==> src/rtl/gpu_primitive_assembler_pkg.sv <==
// Shared widths, command bit positions, FSM encoding and triangle payload
// for the primitive assembler.
package gpu_primitive_assembler_pkg;

  localparam int unsigned GSR_WIDTH        = 3;
  localparam int unsigned VERTEX_REG_WIDTH = 16;

  // Command bit positions within the graphics status word
  localparam int unsigned GSR_BEGIN = 0;
  localparam int unsigned GSR_PUSH  = 1;
  localparam int unsigned GSR_END   = 2;

  localparam int unsigned TRI_WIDTH = 3 * VERTEX_REG_WIDTH;

  typedef enum logic [1:0] {
    ST_IDLE    = 2'd0,
    ST_IN_PRIM = 2'd1,
    ST_DRAIN   = 2'd2
  } pa_state_e;

  typedef struct packed {
    logic [VERTEX_REG_WIDTH-1:0] v1;
    logic [VERTEX_REG_WIDTH-1:0] v2;
    logic [VERTEX_REG_WIDTH-1:0] v3;
  } tri_t;

  // A triangle with any two identical vertices has zero area
  function automatic logic is_degenerate(input tri_t t);
    return (t.v1 == t.v2) || (t.v1 == t.v3) || (t.v2 == t.v3);
  endfunction

endpackage

==> src/rtl/gpu_tri_fifo.sv <==
// Triangle buffer: power-of-two depth FIFO with wrap-bit pointers.
module gpu_tri_fifo #(
  parameter int unsigned DEPTH = 4,
  parameter int unsigned WIDTH = 48
) (
  input  logic                   clk,
  input  logic                   rst,
  input  logic                   flush,
  input  logic                   push,
  input  logic                   pop,
  input  logic [WIDTH-1:0]       wdata,
  output logic [WIDTH-1:0]       rdata,
  output logic                   full,
  output logic                   empty,
  output logic [$clog2(DEPTH):0] count
);

  localparam int unsigned AW = $clog2(DEPTH);
  localparam int unsigned PW = AW + 1;

  logic [WIDTH-1:0] mem [DEPTH];
  logic [PW-1:0]    wr_ptr;
  logic [PW-1:0]    rd_ptr;

  // Pointer update; flush empties the buffer without touching storage
  always_ff @(posedge clk or posedge rst) begin
    if (rst) begin
      wr_ptr <= '0;
      rd_ptr <= '0;
    end else if (flush) begin
      wr_ptr <= '0;
      rd_ptr <= '0;
    end else begin
      if (push) wr_ptr <= wr_ptr + PW'(1);
      if (pop)  rd_ptr <= rd_ptr + PW'(1);
    end
  end

  // Storage write; a full-and-popping write lands in the slot being vacated
  always_ff @(posedge clk) begin
    if (push && !flush) mem[wr_ptr[AW-1:0]] <= wdata;
  end

  assign rdata = mem[rd_ptr[AW-1:0]];
  assign empty = (wr_ptr == rd_ptr);
  assign full  = (wr_ptr[AW-1:0] == rd_ptr[AW-1:0]) && (wr_ptr[AW] != rd_ptr[AW]);
  assign count = wr_ptr - rd_ptr;

endmodule

==> src/rtl/gpu_primitive_assembler.sv <==
// Primitive assembler: decodes BEGIN/PUSH/END from the status word, buffers
// non-degenerate triangles and hands them to the rasteriser.
module gpu_primitive_assembler
  import gpu_primitive_assembler_pkg::*;
#(
  parameter int unsigned FIFO_DEPTH  = 4,
  parameter int unsigned STALL_LEVEL = FIFO_DEPTH - 1
) (
  input  logic                        I_CLOCK,
  input  logic                        I_RESET,
  input  logic                        I_LOCK,
  input  logic [GSR_WIDTH-1:0]        I_GSRValue,
  input  logic                        I_GSRValue_Valid,
  input  logic [VERTEX_REG_WIDTH-1:0] I_VertexV1,
  input  logic [VERTEX_REG_WIDTH-1:0] I_VertexV2,
  input  logic [VERTEX_REG_WIDTH-1:0] I_VertexV3,
  input  logic                        I_RastReady,
  output logic                        O_TriValid,
  output logic [VERTEX_REG_WIDTH-1:0] O_TriV1,
  output logic [VERTEX_REG_WIDTH-1:0] O_TriV2,
  output logic [VERTEX_REG_WIDTH-1:0] O_TriV3,
  output logic                        O_GPUStallSignal,
  output logic                        O_PrimDone,
  output logic [15:0]                 O_TriCount,
  output logic [7:0]                  O_DropCount,
  output logic                        O_Overflow
);

  localparam int unsigned CNT_W = $clog2(FIFO_DEPTH) + 1;

  pa_state_e        state;
  pa_state_e        state_begin;
  pa_state_e        state_nxt;
  logic             prim_done_nxt;
  logic             cmd_begin;
  logic             cmd_push;
  logic             cmd_end;
  logic             push_ok;
  logic             drop_inc;
  logic             ovf_set;
  logic             fifo_push;
  logic             fifo_pop;
  logic             fifo_full;
  logic             fifo_empty;
  logic [CNT_W-1:0] fifo_count;
  tri_t             in_tri;
  tri_t             head_tri;

  assign cmd_begin = I_GSRValue_Valid & I_GSRValue[GSR_BEGIN];
  assign cmd_push  = I_GSRValue_Valid & I_GSRValue[GSR_PUSH];
  assign cmd_end   = I_GSRValue_Valid & I_GSRValue[GSR_END];
  assign in_tri    = tri_t'({I_VertexV1, I_VertexV2, I_VertexV3});

  // Command effects applied in BEGIN, PUSH, END order within one cycle
  always_comb begin
    state_begin   = state;
    state_nxt     = state;
    prim_done_nxt = 1'b0;
    push_ok       = 1'b0;
    drop_inc      = 1'b0;
    ovf_set       = 1'b0;
    fifo_push     = 1'b0;
    fifo_pop      = 1'b0;
    if (I_LOCK) begin
      fifo_pop = ~fifo_empty & I_RastReady;
      if (state == ST_IDLE && cmd_begin) state_begin = ST_IN_PRIM;
      push_ok = cmd_push && (state_begin == ST_IN_PRIM);
      if (push_ok) begin
        if (is_degenerate(in_tri))      drop_inc  = 1'b1;
        else if (!fifo_full || fifo_pop) fifo_push = 1'b1;
        else                            ovf_set   = 1'b1;
      end
      state_nxt = state_begin;
      if (state_begin == ST_IN_PRIM && cmd_end) state_nxt = ST_DRAIN;
      // Drain completes once the buffer is empty (no pop can be pending then)
      if (state == ST_DRAIN && fifo_empty) begin
        state_nxt     = ST_IDLE;
        prim_done_nxt = 1'b1;
      end
    end else begin
      state_nxt = ST_IDLE;
    end
  end

  // FSM state, done pulse, counters and sticky overflow
  always_ff @(posedge I_CLOCK or posedge I_RESET) begin
    if (I_RESET) begin
      state       <= ST_IDLE;
      O_PrimDone  <= 1'b0;
      O_TriCount  <= '0;
      O_DropCount <= '0;
      O_Overflow  <= 1'b0;
    end else begin
      state      <= state_nxt;
      O_PrimDone <= prim_done_nxt;
      if (fifo_pop) O_TriCount <= O_TriCount + 16'd1;
      if (drop_inc && O_DropCount != 8'hFF) O_DropCount <= O_DropCount + 8'd1;
      if (!I_LOCK)      O_Overflow <= 1'b0;
      else if (ovf_set) O_Overflow <= 1'b1;
    end
  end

  gpu_tri_fifo #(
    .DEPTH (FIFO_DEPTH),
    .WIDTH (TRI_WIDTH)
  ) u_fifo (
    .clk   (I_CLOCK),
    .rst   (I_RESET),
    .flush (~I_LOCK),
    .push  (fifo_push),
    .pop   (fifo_pop),
    .wdata (in_tri),
    .rdata (head_tri),
    .full  (fifo_full),
    .empty (fifo_empty),
    .count (fifo_count)
  );

  // Head of buffer is presented directly; vertices read as zero when empty
  assign O_TriValid       = ~fifo_empty;
  assign O_TriV1          = fifo_empty ? '0 : head_tri.v1;
  assign O_TriV2          = fifo_empty ? '0 : head_tri.v2;
  assign O_TriV3          = fifo_empty ? '0 : head_tri.v3;
  assign O_GPUStallSignal = (fifo_count >= CNT_W'(STALL_LEVEL)) || (state == ST_DRAIN);

endmodule

==> config.mk <==
export PLATFORM = sky130hd
export DESIGN_NAME = gpu_primitive_assembler
export DESIGN_NICKNAME = d
export VERILOG_FILES = /design/src/rtl/gpu_primitive_assembler_pkg.sv /design/src/rtl/gpu_tri_fifo.sv /design/src/rtl/gpu_primitive_assembler.sv
export SDC_FILE = /design/constraint.sdc
export NUM_CORES = 1
export LEC_CHECK = 0
export BUFFER_PORTS_ARGS = -buffer_cell sky130_fd_sc_hd__buf_4
export CAP_MARGIN = 20
export CORE_ASPECT_RATIO = 0.9
export CORE_MARGIN = 10
export CORE_UTILIZATION = 35
export CTS_CLUSTER_SIZE = 20
export DETAILED_ROUTE_END_ITERATION = 8
export SETUP_SLACK_MARGIN = 0.15
export SLEW_MARGIN = 5
export SYNTH_ARGS = -nofsm -noshare
export SYNTH_HDL_FRONTEND = slang
export SYNTH_SLANG_ARGS = --single-unit
==> constraint.sdc <==
create_clock -name I_CLOCK -period 8.3 [get_ports I_CLOCK]
set_input_delay 1.245 -clock I_CLOCK [delete_from_list [all_inputs] [get_ports I_CLOCK]]
set_output_delay 1.245 -clock I_CLOCK [all_outputs]
set_load 0.005 [all_outputs]
# Yosys cells after proc, flatten, opt, wreduce, memory -nomap -nowiden

Memories as Yosys holds them, arrays and structs flattened.
Index checks and enable logic that the tools add are counted.

ROM bits: 0
Logic and storage cells: 74
Latch bits: 0
Bits in registers: 34
Bits in writable memories: 192
Memories: 1
Output and inout bits: 76
Input port bits: 56

Order comparisons: 1
Multiply operators: 0
Shifts and indexed selects: 0
Divide/modulo/power cells: 0
Bitwise gates (word level): 5
Eq/ne operators: 12
Mux-type cells: 30
Reduce and logical (&&, ||, !) cells: 13
Add/sub/neg operators: 5

Memory list:

| name       | depth | bits a word | rd ports | clocked after Yosys merged registers in | write ports | line               | text |
|---|---|---|---|---|---|---|---|
| u_fifo.mem | 4     | 48          | 1        | 0                                       | 1           | gpu_tri_fifo.sv:21 | `logic [WIDTH-1:0] mem [DEPTH];` |

Operator list:

| cell                  | count |
|---|---|
| $eq 16x16->1          | 3 |
| $mux 16               | 3 |
| $mux 1                | 18 |
| $add 16x1->16 const B | 1 |
| $mux 3                | 4 |
| $mux 2                | 5 |
| $add 8x1->8 const B   | 1 |
| $ne 8x8->1 const B    | 1 |
| $logic_and 1x1->1     | 7 |
| $add 3x1->3 const B   | 2 |
| $ne 2x1->1 const B    | 3 |
| $and 1x1->1           | 4 |
| $logic_or 1x1->1      | 4 |
| $eq 3x3->1            | 1 |
| $ge 3x2->1 const B    | 1 |
| $sub 3x3->3           | 1 |
| $eq 2x1->1 const B    | 1 |
| $eq 2x2->1            | 1 |
| $eq 2x2->1 const B    | 1 |
| $logic_not 2->1       | 1 |
| $logic_not 1->1       | 1 |
| $ne 1x1->1            | 1 |
| $not 1->1             | 1 |

# Longest topological paths before layout

Gate-level depths: netlist of run 1.

Word-level depth: 11
Gate-level depth with buffers: 10

# By module

From an unflattened synthesis of run 1, not the netlist that was laid out.

Cell total of the unflattened synthesis: 530
Area total of the unflattened synthesis: 9,581.7 um2

By module, submodules not included:

| module                  | area an instance (um2) | sequential area each (um2) | instances | cells an instance |
|---|---|---|---|---|
| gpu_tri_fifo            | 7,393.3                | 5,915.7                    | 1         | 296 |
| gpu_primitive_assembler | 2,188.3                | 700.7                      | 1         | 234 |

# Worst setup path after synthesis of run 1

No wires, ideal clock.

Path type: input -> register
Start: input port I_VertexV3[4]
End: memory u_fifo.mem[0][0] (enable)
Path slack: 4.528 ns
Buffers on the path: 1
Cell stages on the path: 7
Data required time: 7.889 ns
Arrival time: 3.362 ns
Cell sequence: xnor2_1 -> nand4_1 -> nor4_1 -> nor3_2 -> buf_6 -> and2_0 -> and3_1

Cells in the longest elaborated chain, start to end: 9

RTL lines:

| item                             | line                              | text |
|---|---|---|
| start, declared                  | gpu_primitive_assembler.sv:16     | `input logic [VERTEX_REG_WIDTH-1:0] I_VertexV3,` |
| $eq 16x16->1                     | gpu_primitive_assembler_pkg.sv:29 | `return (t.v1 == t.v2) \|\| (t.v1 == t.v3) \|\| (t.v2 == t.v3);` |
| $logic_or 1x1->1                 | gpu_primitive_assembler_pkg.sv:29 |  |
| $logic_or 1x1->1 (*)             | gpu_primitive_assembler_pkg.sv:29 |  |
| $mux 1 (*)                       | gpu_primitive_assembler.sv:69     | `if (is_degenerate(in_tri)) drop_inc = 1'b1;` |
| $mux 1 (*)                       | gpu_primitive_assembler.sv:68     | `if (push_ok) begin` |
| $mux 1 (*)                       | gpu_primitive_assembler.sv:64     | `if (I_LOCK) begin` |
| $logic_and 1x1->1 (*)            | gpu_tri_fifo.sv:41                | `if (push && !flush) mem[wr_ptr[AW-1:0]] <= wdata;` |
| $mux 1 (*)                       | gpu_tri_fifo.sv:41                |  |
| $mux 1 (not written as such) (*) | gpu_tri_fifo.sv:41                |  |
| end, declared                    | gpu_tri_fifo.sv:21                |  |

Mark *: on every way between the ends. The rest lies on a longest branch, timed or not.

# Worst setup path after layout of run 1

Start: register u_fifo.rd_ptr[1]
End: output port O_TriV3[6]

Cells in the longest elaborated chain, start to end: 2

RTL lines:

| item                                              | line                           | text |
|---|---|---|
| start, declared                                   | gpu_tri_fifo.sv:23             | `logic [PW-1:0] rd_ptr;` |
| start signal, assigned                            | gpu_tri_fifo.sv:35             | `if (pop) rd_ptr <= rd_ptr + PW'(1);` |
| $mem_v2 4x48 / $eq 3x3->1 (equally long branches) | -                              |  |
| $mux 16 (*)                                       | gpu_primitive_assembler.sv:123 | `assign O_TriV3 = fifo_empty ? '0 : head_tri.v3;` |
| end, declared                                     | gpu_primitive_assembler.sv:21  | `output logic [VERTEX_REG_WIDTH-1:0] O_TriV3,` |

Marked as above.

==> qor.log, run 1 <==
INFO  clock_network  post_cts_buffers=0
INFO  sta            rsz0062_at_grt=false
INFO  sta            tns=0ps
INFO  run_status     run_status=finished clean
INFO  setup_path     timing.critical_path.from_type=flop
INFO  worst_hold_path hold_path.startpoint=O_TriCount[15]$_DFFE_PP0P_
INFO  power_and_ir_drop power.leakage=4.199nW
INFO  floorplanning  core_area=26890um^2
INFO  power_and_ir_drop combPwrFrac=11.5%
INFO  clock_network  quantity_of_gates_resized_following_cts=0
INFO  power_and_ir_drop ir_worst_vdd=0.1488mV
INFO  yosys          largest_family_of_logic_cells_by_synthesized_area=multiplexers
INFO  clock_network  cts_num_sinks=226
INFO  setup_path     critical_path_cell_by_cell=buf_4 -> inv_1 -> ha_1 -> nand3_2 -> buf_12 -> and2_1 -> buf_4
INFO  drt            vias_per_cell=4.972
INFO  sta            fin_ws=3963ps
INFO  global_route   grt.overflow.total=0
INFO  worst_hold_path hold_path_depth=1
INFO  floorplanning  die_height=176.5um
INFO  floorplanning  floorplan.initialDensity=35.40%
INFO  yosys          synth.lib_cells_used.distinct=41
INFO  setup_path     critical-path-top-cell-by-count=sky130_fd_sc_hd__buf_4
INFO  power_and_ir_drop clockPowerShare=40.0%
INFO  yosys          seq_area_frac_synth=69.51%
INFO  setup_path     worst_r2r_endpoint=u_fifo.mem[3][11]$_DFFE_PP_
INFO  yosys          synth_xor_area_share=6.625%
INFO  drt            route.final.wire_length=23060um
INFO  finish         nFillCells=2360
INFO  yosys          share_of_the_synthesized_area_in_the_top_cell_type=60.57%
INFO  power_and_ir_drop netSwitchingPower=0.5970mW
INFO  yosys          syn_inst=536
INFO  setup_path     timing.critical_path.max_delay_family=buffers and inverters
INFO  power_and_ir_drop seq_power_share=48.5%
INFO  setup_path     critical_path_required=7050ps
INFO  place          detailed_place_hpwl=15200um
INFO  drt            drt_iter0_drc=293
INFO  sta            hold_viol=0
INFO  global_route   grt_pass1_vias=5694
INFO  sta            fin_worst_skew=9.713ps
INFO  yosys          synth_largest_area_cell=sky130_fd_sc_hd__edfxtp_1
INFO  clock_network  h-tree-depth=1
INFO  place          gpl_congestion=0.7840
INFO  clock_network  cts_made_buffers=25
INFO  setup_path     critPathMaxStageDelay=600ps
INFO  finish         drive_gt1_share=34.43%
INFO  sta            tightestPinTransition=780.7ps
INFO  global_route   grt_antenna_before_repair=0
INFO  finish         flow.area_growth_from_synthesis=23.24%
INFO  yosys          synth.area.mux_share=11.93%
INFO  clock_network  cts_clk_pin_slew_worst_paths=60ps
INFO  clock_network  worst_skew_pair.late_latency=520ps
INFO  drt            post-route-drc-count=0
INFO  floorplanning  boundaryPins=132
INFO  worst_hold_path hold_class=flop to flop
INFO  setup_path     worst-r2r-cell-count=9
INFO  drt            drtAntennaViolNets=0
INFO  yosys          synthesized_area_fraction_occupied_by_ao_oa_aoi_and_oai_cells=0.6835%
INFO  flow_run       max_cap_viol_count=0
INFO  sta            fmax=0.2306GHz
INFO  power_and_ir_drop switching_share=22.75%
INFO  yosys          ys.warnings.count=0
INFO  finish         number_of_antenna_cells_inserted=0
INFO  clock_network  hold_bufs_inserted_after_cts=0
INFO  yosys          synth-edff-count=192
INFO  power_and_ir_drop p_int=2.027mW
INFO  setup_path     worst_setup_path_end_kind=output pin
INFO  setup_path     critPathMaxFanout=51
INFO  setup_path     worstPathBufferInverterCount=4
INFO  sta            final_cycle_share=52.25%
INFO  floorplanning  floorplan.die_area=34200um^2
INFO  yosys          synth_area=9519um^2
INFO  power_and_ir_drop power.density_cell_area=223.6nW/um^2
INFO  global_route   grt_first_pass_wirelength=34920um
INFO  finish         final_common_cell=sky130_fd_sc_hd__edfxtp_1
INFO  setup_path     timing.critical_path.slowest_stage_cell=sky130_fd_sc_hd__buf_4
INFO  sta            max_slew_margin=47.95%
INFO  yosys          synthAdderAreaFrac=1.393%
INFO  place          setup_slack_at_placement=4427ps
INFO  drt            wire_per_inst=21.88um
INFO  yosys          syn-mean-instance-area=17.76um^2
INFO  setup_path     regToRegStartpoint=u_fifo.rd_ptr[1]$_DFFE_PP0P_
INFO  finish         mostFrequentLayoutCells=sky130_fd_sc_hd__edfxtp_1, sky130_fd_sc_hd__buf_4, sky130_fd_sc_hd__xnor2_1, sky130_fd_sc_hd__mux4_2, sky130_fd_sc_hd__and2_1
INFO  yosys          synth.net_count=602
INFO  yosys          synth.ff_latch_count=226
INFO  setup_path     crit_arrival=3090ps
INFO  sta            final.min_clock_period=4337ps
INFO  finish         multi_input_area=2769um^2
INFO  finish         sequential_cell_area=6621um^2
INFO  finish         design.final.nets=747
INFO  global_route   grt_max_degree=52
INFO  clock_network  max_clock_buf_depth=3
INFO  sta            finalSetupViolCount=0
INFO  yosys          yosys_most_used_dff=sky130_fd_sc_hd__edfxtp_1
INFO  sta            slew_viol_final=0
INFO  worst_hold_path timing.hold.worst_endpoint=O_TriCount[15]$_DFFE_PP0P_
INFO  yosys          synthTopCellsByArea=sky130_fd_sc_hd__edfxtp_1, sky130_fd_sc_hd__mux4_2, sky130_fd_sc_hd__dfrtp_1, sky130_fd_sc_hd__xnor2_1, sky130_fd_sc_hd__and2_1
INFO  clock_network  clock_root_buffer=sky130_fd_sc_hd__clkbuf_16
INFO  drt            drt-pass1-iter-count=4
INFO  drt            route.vias.total=5241
INFO  setup_path     critical_path_class=flop to output pin
INFO  floorplanning  placementRows=57
INFO  place          buffer_ports.inserted=131
INFO  yosys          async_reset_ff_share=15.04%
INFO  setup_path     worst-r2r-setup-slack=4790ps
INFO  floorplanning  width_of_the_chip=193.8um
INFO  global_route   total_grt_usage=13.02%
INFO  yosys          post_synth_and_or_nand_nor_area_fraction=8.346%
INFO  clock_network  cts_tree=built
synth_stat cells, types with 3 or more instances:
cell type and number:
sky130_fd_sc_hd__edfxtp_1 192, sky130_fd_sc_hd__xnor2_1 61, sky130_fd_sc_hd__and2_1 48, sky130_fd_sc_hd__mux4_2 48, sky130_fd_sc_hd__dfrtp_1 34, sky130_fd_sc_hd__nand4_1 19, sky130_fd_sc_hd__nand2_1 14, sky130_fd_sc_hd__clkbuf_1 12
sky130_fd_sc_hd__inv_1 11, sky130_fd_sc_hd__xor2_1 11, sky130_fd_sc_hd__nand3_1 10, sky130_fd_sc_hd__ha_1 9, sky130_fd_sc_hd__and3_1 8, sky130_fd_sc_hd__nor2_1 8, sky130_fd_sc_hd__buf_2 7, sky130_fd_sc_hd__nor3_1 5
sky130_fd_sc_hd__mux2_2 4, sky130_fd_sc_hd__nand2b_1 4, sky130_fd_sc_hd__nor4_1 4, sky130_fd_sc_hd__a21oi_1 3
routing by layer:
metal	GRT usage [%]	routed length, um	vias up
li1	-	-	2345
met1	16.51	9942	2717
met2	22.24	11440	147
met3	3.072	1241	32
met4	2.915	437	0
met5	0	0	-
sequential cells by signal (all words and copies together), names as in the netlist:
| signal | flops |
|---|---|
| O_PrimDone | 1 |
| O_DropCount | 8 |
| u_fifo.mem | 192 |
| state | 2 |
| u_fifo.wr_ptr | 3 |
| O_TriCount | 16 |
| u_fifo.rd_ptr | 3 |
| O_Overflow | 1 |
kinds of logic (layout without fill, tap and decap cells):
| family | count (synthesis) | after routing |
|---|---|---|
| AO/OA/AOI/OAI | 10 | 10 |
| XOR/XNOR | 72 | 72 |
| adder cells (fa/ha/maj) | 10 | 10 |
| buffers and inverters | 33 | 197 |
| flip-flops | 226 | 226 |
| multiplexers | 53 | 53 |
| AND/OR/NAND/NOR | 132 | 132 |
metrics by stage:
step                      hold slack (ps)  util, %  std cells  cell area (um^2)  total power [mW]
after floorplan                     464.7        -        536              9519             1.440
after global placement              460.4    40.58       1006             10910             1.592
after detailed placement            465.2    40.65       1007             10930             1.603
after CTS                           478.6    43.53       1053             11700             2.648
after global routing                511.0    43.63       1054             11730             2.720
final                               476.8    43.63       1054             11730             2.624
worst register-to-register path, cell delays in order (launching register included):
cell and delay, ps:
sky130_fd_sc_hd__dfrtp_2 340, sky130_fd_sc_hd__buf_4 600, sky130_fd_sc_hd__inv_1 210, sky130_fd_sc_hd__ha_1 380, sky130_fd_sc_hd__nand2_1 70, sky130_fd_sc_hd__nor3_1 60, sky130_fd_sc_hd__nor2_1 300, sky130_fd_sc_hd__and2_0 330
sky130_fd_sc_hd__and3_2 220, sky130_fd_sc_hd__buf_4 590
how the worst max path moves through the flow:
stage	slack [ps]	cells after the start	from	endpoint
floorplan	4530	7	I_VertexV3[4]	u_fifo.mem[0][0]$_DFFE_PP_
global placement	3960	4	u_fifo.rd_ptr[0]$_DFFE_PP0P_	O_TriV3[7]
detailed placement	4430	7	u_fifo.rd_ptr[1]$_DFFE_PP0P_	O_TriV2[14]
CTS	3850	7	u_fifo.rd_ptr[1]$_DFFE_PP0P_	O_TriV2[14]
global route	3700	7	u_fifo.rd_ptr[1]$_DFFE_PP0P_	O_TriV2[14]
finish	3960	7	u_fifo.rd_ptr[1]$_DFFE_PP0P_	O_TriV3[6]
power groups by stage:
stage,logic [mW],clock network (mW),registers [mW]
final,0.302,1.05,1.27
after floorplan,0.154,0,1.29
after CTS,0.293,1.07,1.29
after global routing,0.331,1.11,1.28
after global placement,0.283,0,1.31
after detailed placement,0.292,0,1.31
layout make-up:
cell class                      instances  area share (%)
Clock buffer                           31           5.525
Clock inverter                         15           1.067
Inverter                               11          0.3520
Multi-Input combinational cell        277           23.60
Sequential cell                       226           56.44
Tap cell                              354           3.776
Timing Repair Buffer                  140           9.236
(Power assumes the default switching activity.)
==> run 2: changes to the inputs <==
- ABC_AREA: unset -> 1
- clock period: 8.3 -> 3.91 ns (I/O delays scaled with it)
==> run 2 against run 1 <==
- largest power group unchanged
- clock skew up 1.5 ps
- critical path type unchanged
- critical path depth down 2
- setup slack worse by 3200 ps
- first-iteration DRC count up 35%
- die area up 6.1%
- synthesized area up 6.9%
- sequential power up 110%
- global-route usage up 1.7 points
- clock-buffer cell count up 1
- sequential cell count unchanged
==> qor.log, run 2 <==
INFO  power_and_ir_drop fin_total_pwr=5.731mW [was 2.624 mW]
INFO  yosys          synth.net_count=1080 [was 602]
INFO  yosys          synth.ff_latch_count=226 [unchanged]
INFO  drt            drt-pass1-iter-count=5 [was 4]
INFO  setup_path     worst-r2r-setup-slack=1180ps [was 4790 ps]
INFO  finish         mostFrequentLayoutCells=sky130_fd_sc_hd__nor2_1, sky130_fd_sc_hd__nand2_1, sky130_fd_sc_hd__edfxtp_1, sky130_fd_sc_hd__buf_4, sky130_fd_sc_hd__o21ai_0 [was sky130_fd_sc_hd__edfxtp_1, sky130_fd_sc_hd__buf_4, sky130_fd_sc_hd__xnor2_1, sky130_fd_sc_hd__mux4_2, sky130_fd_sc_hd__and2_1]
INFO  floorplanning  floorplan.die_area=36300um^2 [was 34200 um^2]
INFO  setup_path     crit_path_start=u_fifo.rd_ptr[1]$_DFFE_PP0P_ [unchanged]
INFO  clock_network  hold_bufs_inserted_after_cts=0 [unchanged]
INFO  yosys          largest_family_of_logic_cells_by_synthesized_area=simple AND/OR/NAND/NOR gates [was multiplexers]
INFO  global_route   grt_antenna_before_repair=0 [unchanged]
INFO  clock_network  clock_root_buffer=sky130_fd_sc_hd__clkbuf_16 [unchanged]
INFO  sta            fin_worst_skew=11.19ps [was 9.713 ps]
INFO  setup_path     worst_r2r_endpoint=u_fifo.mem[2][24]$_DFFE_PP_ [was u_fifo.mem[3][11]$_DFFE_PP_]
INFO  setup_path     timing.critical_path.max_delay_family=buffers and inverters [unchanged]
INFO  clock_network  post_cts_buffers=0 [unchanged]
INFO  setup_path     cp.depth=5 [was 7]
INFO  setup_path     worst_setup_path_end_kind=output pin [unchanged]
INFO  yosys          synth_xor_area_share=1.464% [was 6.625%]
INFO  power_and_ir_drop netSwitchingPower=1.336mW [was 0.5970 mW]
INFO  yosys          synth.most_common_cell=sky130_fd_sc_hd__nor2_1 [was sky130_fd_sc_hd__edfxtp_1]
INFO  yosys          ys.warnings.count=0 [unchanged]
INFO  power_and_ir_drop combPwrFrac=10.5% [was 11.5%]
INFO  setup_path     critical-path-top-cell-by-count=sky130_fd_sc_hd__buf_4 [unchanged]
INFO  global_route   total_grt_usage=14.76% [was 13.02%]
INFO  setup_path     critical_path_class=flop to output pin [unchanged]
INFO  place          detailed_place_hpwl=17720um [was 15200 um]
INFO  sta            final.min_clock_period=3113ps
INFO  finish         sequential_cell_area=6619um^2 [was 6621 um^2]
INFO  setup_path     worst-r2r-cell-count=8 [was 9]
INFO  finish         largest_register_ff_count=192 [unchanged]
INFO  setup_path     crit_path_to=O_GPUStallSignal [was O_TriV3[6]]
INFO  clock_network  cts_made_buffers=25 [unchanged]
INFO  sta            tightestPinTransition=840.7ps [was 780.7 ps]
INFO  yosys          synthAdderAreaFrac=1.304% [was 1.393%]
INFO  drt            vias_per_cell=4.827 [was 4.972]
INFO  clock_network  worst_skew_pair.late_latency=520ps [about the same]
INFO  sta            max_slew_margin=43.89% [was 47.95%]
INFO  drt            drtAntennaViolNets=0 [unchanged]
INFO  power_and_ir_drop switching_share=23.32% [was 22.75%]
INFO  yosys          synthTopCellsByArea=sky130_fd_sc_hd__edfxtp_1, sky130_fd_sc_hd__nor2_1, sky130_fd_sc_hd__dfrtp_1, sky130_fd_sc_hd__nand2_1, sky130_fd_sc_hd__o21ai_0 [was sky130_fd_sc_hd__edfxtp_1, sky130_fd_sc_hd__mux4_2, sky130_fd_sc_hd__dfrtp_1, sky130_fd_sc_hd__xnor2_1, sky130_fd_sc_hd__and2_1]
INFO  power_and_ir_drop power.density_cell_area=459.7nW/um^2 [was 223.6 nW/um^2]
INFO  finish         flow.area_growth_from_synthesis=22.54% [was 23.24%]
INFO  floorplanning  core_area=28790um^2 [was 26890 um^2]
INFO  power_and_ir_drop seq_power_share=46.7% [was 48.5%]
INFO  global_route   grt_pass1_vias=7323 [was 5694]
INFO  floorplanning  width_of_the_chip=199.7um [was 193.8 um]
INFO  drt            wire_per_inst=17.71um [was 21.88 um]
INFO  drt            drt_iter0_drc=396 [was 293]
INFO  yosys          synthesized_area_fraction_occupied_by_ao_oa_aoi_and_oai_cells=7.871% [was 0.6835%]
INFO  yosys          seq_area_frac_synth=65.04% [was 69.51%]
INFO  setup_path     critPathMaxStageDelay=540ps [was 600 ps]
INFO  global_route   grt_first_pass_wirelength=42230um [was 34920 um]
INFO  finish         multi_input_area=3099um^2 [was 2769 um^2]
INFO  power_and_ir_drop p_int=4.395mW [was 2.027 mW]
INFO  floorplanning  floorplan.initialDensity=35.34% [was 35.40%]
INFO  run_status     run_status=finished clean [unchanged]
INFO  global_route   grt_max_degree=85 [was 52]
INFO  drt            route.vias.total=7400 [was 5241]
INFO  sta            finalSetupViolCount=0 [unchanged]
INFO  yosys          synth_largest_area_cell=sky130_fd_sc_hd__edfxtp_1 [unchanged]
INFO  yosys          synth.lib_cells_used.distinct=33 [was 41]
INFO  sta            fmax=0.3212GHz
INFO  yosys          synth-edff-count=192 [unchanged]
INFO  place          gpl_congestion=0.8132 [was 0.7840]
INFO  setup_path     critical_path_cell_by_cell=inv_2 -> buf_4 -> fa_1 -> a221o_1 -> buf_4 [was buf_4 -> inv_1 -> ha_1 -> nand3_2 -> buf_12 -> and2_1 -> buf_4]
INFO  place          buffer_ports.inserted=131 [unchanged]
INFO  power_and_ir_drop clockPowerShare=42.9% [was 40.0%]
INFO  flow_run       max_cap_viol_count=0 [unchanged]
INFO  yosys          synth.area.mux_share=0% [was 11.93%]
INFO  setup_path     timing.critical_path.from_type=flop [unchanged]
INFO  drt            route.final.wire_length=27150um [was 23060 um]
INFO  place          place.detailed.instances=1488 [was 1007]
INFO  clock_network  cts_tree=built [unchanged]
INFO  clock_network  h-tree-depth=1 [unchanged]
INFO  power_and_ir_drop power.leakage=5.183nW [was 4.199 nW]
INFO  setup_path     critical_path_required=3320ps [was 7050 ps]
INFO  setup_path     crit_arrival=2530ps [was 3090 ps]
INFO  setup_path     worstPathBufferInverterCount=3 [was 4]
INFO  floorplanning  boundaryPins=132 [unchanged]
INFO  floorplanning  die_height=181.7um [was 176.5 um]
INFO  yosys          share_of_the_synthesized_area_in_the_top_cell_type=56.67% [was 60.57%]
INFO  yosys          async_reset_ff_share=15.04% [unchanged]
INFO  yosys          top_post_synthesis_cells_by_count=sky130_fd_sc_hd__nor2_1, sky130_fd_sc_hd__nand2_1, sky130_fd_sc_hd__edfxtp_1 [was sky130_fd_sc_hd__edfxtp_1, sky130_fd_sc_hd__xnor2_1, sky130_fd_sc_hd__and2_1, sky130_fd_sc_hd__mux4_2, sky130_fd_sc_hd__dfrtp_1]
INFO  yosys          yosys_most_used_dff=sky130_fd_sc_hd__edfxtp_1 [unchanged]
INFO  finish         number_of_antenna_cells_inserted=0 [unchanged]
INFO  yosys          synth_area=10170um^2 [was 9519 um^2]
INFO  finish         design.final.nets=1215 [was 747]
INFO  floorplanning  placementRows=59 [was 57]
INFO  sta            rsz0062_at_grt=false [unchanged]
INFO  setup_path     critPathMaxFanout=50 [was 51]
INFO  clock_network  cts_clk_pin_slew_worst_paths=60ps [about the same]
INFO  clock_network  max_clock_buf_depth=3 [unchanged]
INFO  finish         drive_gt1_share=17.65% [was 34.43%]
INFO  drt            post-route-drc-count=0 [unchanged]
INFO  setup_path     regToRegStartpoint=u_fifo.wr_ptr[0]$_DFFE_PP0P_ [was u_fifo.rd_ptr[1]$_DFFE_PP0P_]
INFO  setup_path     timing.critical_path.slowest_stage_cell=sky130_fd_sc_hd__buf_4 [unchanged]
INFO  clock_network  cts_num_sinks=226 [unchanged]
INFO  yosys          post_synth_and_or_nand_nor_area_fraction=19.53% [was 8.346%]
INFO  global_route   grt.overflow.total=0 [unchanged]
INFO  yosys          syn_inst=1014 [was 536]
INFO  sta            hold_viol=0 [unchanged]
INFO  worst_hold_path hold_class=primary input to async pin [was flop to flop]
INFO  sta            final_cycle_share=79.62%
INFO  clock_network  quantity_of_gates_resized_following_cts=0 [unchanged]
INFO  finish         finalNonFillerCells=1533 [was 1054]
INFO  yosys          syn-mean-instance-area=10.03um^2 [was 17.76 um^2]
INFO  sta            slew_viol_final=0 [unchanged]
INFO  finish         nFillCells=2740 [was 2360]
INFO  power_and_ir_drop ir_worst_vdd=0.3209mV [was 0.1488 mV]
INFO  finish         final_common_cell=sky130_fd_sc_hd__nor2_1 [was sky130_fd_sc_hd__edfxtp_1]
## run 2: changes by cell type in the layout (fill, tap and decap cells not counted), moves of 6 or more
| cell | delta |
|---|---|
| sky130_fd_sc_hd__nor2_1 | +221 |
| sky130_fd_sc_hd__nand4_1 | -6 |
| sky130_fd_sc_hd__nand3_1 | +8 |
| sky130_fd_sc_hd__nand2_1 | +179 |
| sky130_fd_sc_hd__xnor2_1 | -53 |
| sky130_fd_sc_hd__nor2_4 | +6 |
| sky130_fd_sc_hd__o21ai_0 | +102 |
| sky130_fd_sc_hd__mux4_2 | -48 |
| sky130_fd_sc_hd__and2_1 | -48 |
| sky130_fd_sc_hd__inv_1 | +67 |
| sky130_fd_sc_hd__buf_4 | +7 |
| sky130_fd_sc_hd__a21oi_1 | +52 |
## run 2: worst min-delay path by stage
stage                                           from                     endpoint  slack, ps  cells after the start
after floorplan               O_Overflow$_DFFE_PP0P_       O_Overflow$_DFFE_PP0P_        480                      2
after global placement    O_TriCount[11]$_DFFE_PP0P_   O_TriCount[11]$_DFFE_PP0P_        490                      1
after detailed placement  O_TriCount[11]$_DFFE_PP0P_   O_TriCount[11]$_DFFE_PP0P_        490                      1
after CTS                                    I_RESET    O_TriCount[1]$_DFFE_PP0P_        260                      2
after global routing                  I_VertexV3[13]  u_fifo.mem[2][13]$_DFFE_PP_        290                      1
final                                        I_RESET    O_TriCount[1]$_DFFE_PP0P_        240                      2
## run 2: kinds of logic (layout without fill, tap and decap cells)
logic type / count (synthesis) / in the layout
adders and majority gates: 10 / 10
AOI/OAI and AO/OA: 159 / 159
and+or+nand+nor: 481 / 481
DFF: 226 / 226
buffers and inverters: 121 / 274
xor gates and xnor gates: 17 / 17
## run 2: cell type report
type | instances | share of cell area (%)
clock inverters | 13 | 1.505
multi-input cells | 667 | 24.86
clock buffers | 32 | 5.309
flip-flops and latches | 226 | 53.09
well taps | 366 | 3.673
inverters | 82 | 2.509
repair buffers | 147 | 9.053
## run 2: through the flow
step                instance area [um^2]  util [%]  setup TNS, ps  setup slack, ps  hold WS (ps)
CTS                                12470     43.30              0            750.3         255.5
global route                       12470     43.30              0            645.9         290.9
finish                             12470     43.30              0            796.7         237.0
floorplan                          10170         -         -18660           -97.18         476.3
global placement                   11620     40.35              0            992.8         488.4
detailed placement                 11620     40.35              0            896.0         494.7
## run 2: power groups by stage
stage | registers (mW) | clock network [mW] | logic [mW]
after floorplan | 2.72 | 0 | 0.294
after CTS | 2.67 | 2.51 | 0.616
final | 2.67 | 2.46 | 0.601
after global routing | 2.68 | 2.60 | 0.675
after detailed placement | 2.72 | 0 | 0.614
after global placement | 2.72 | 0 | 0.606
## run 2: per-layer routing
metal	track usage, %	vias to the layer above	part of all wire, %
met3	2.588	44	5.3
met1	19.47	3523	45
met5	0	-	0
met2	24.19	177	47
li1	-	3656	-
met4	4.510	0	2.7
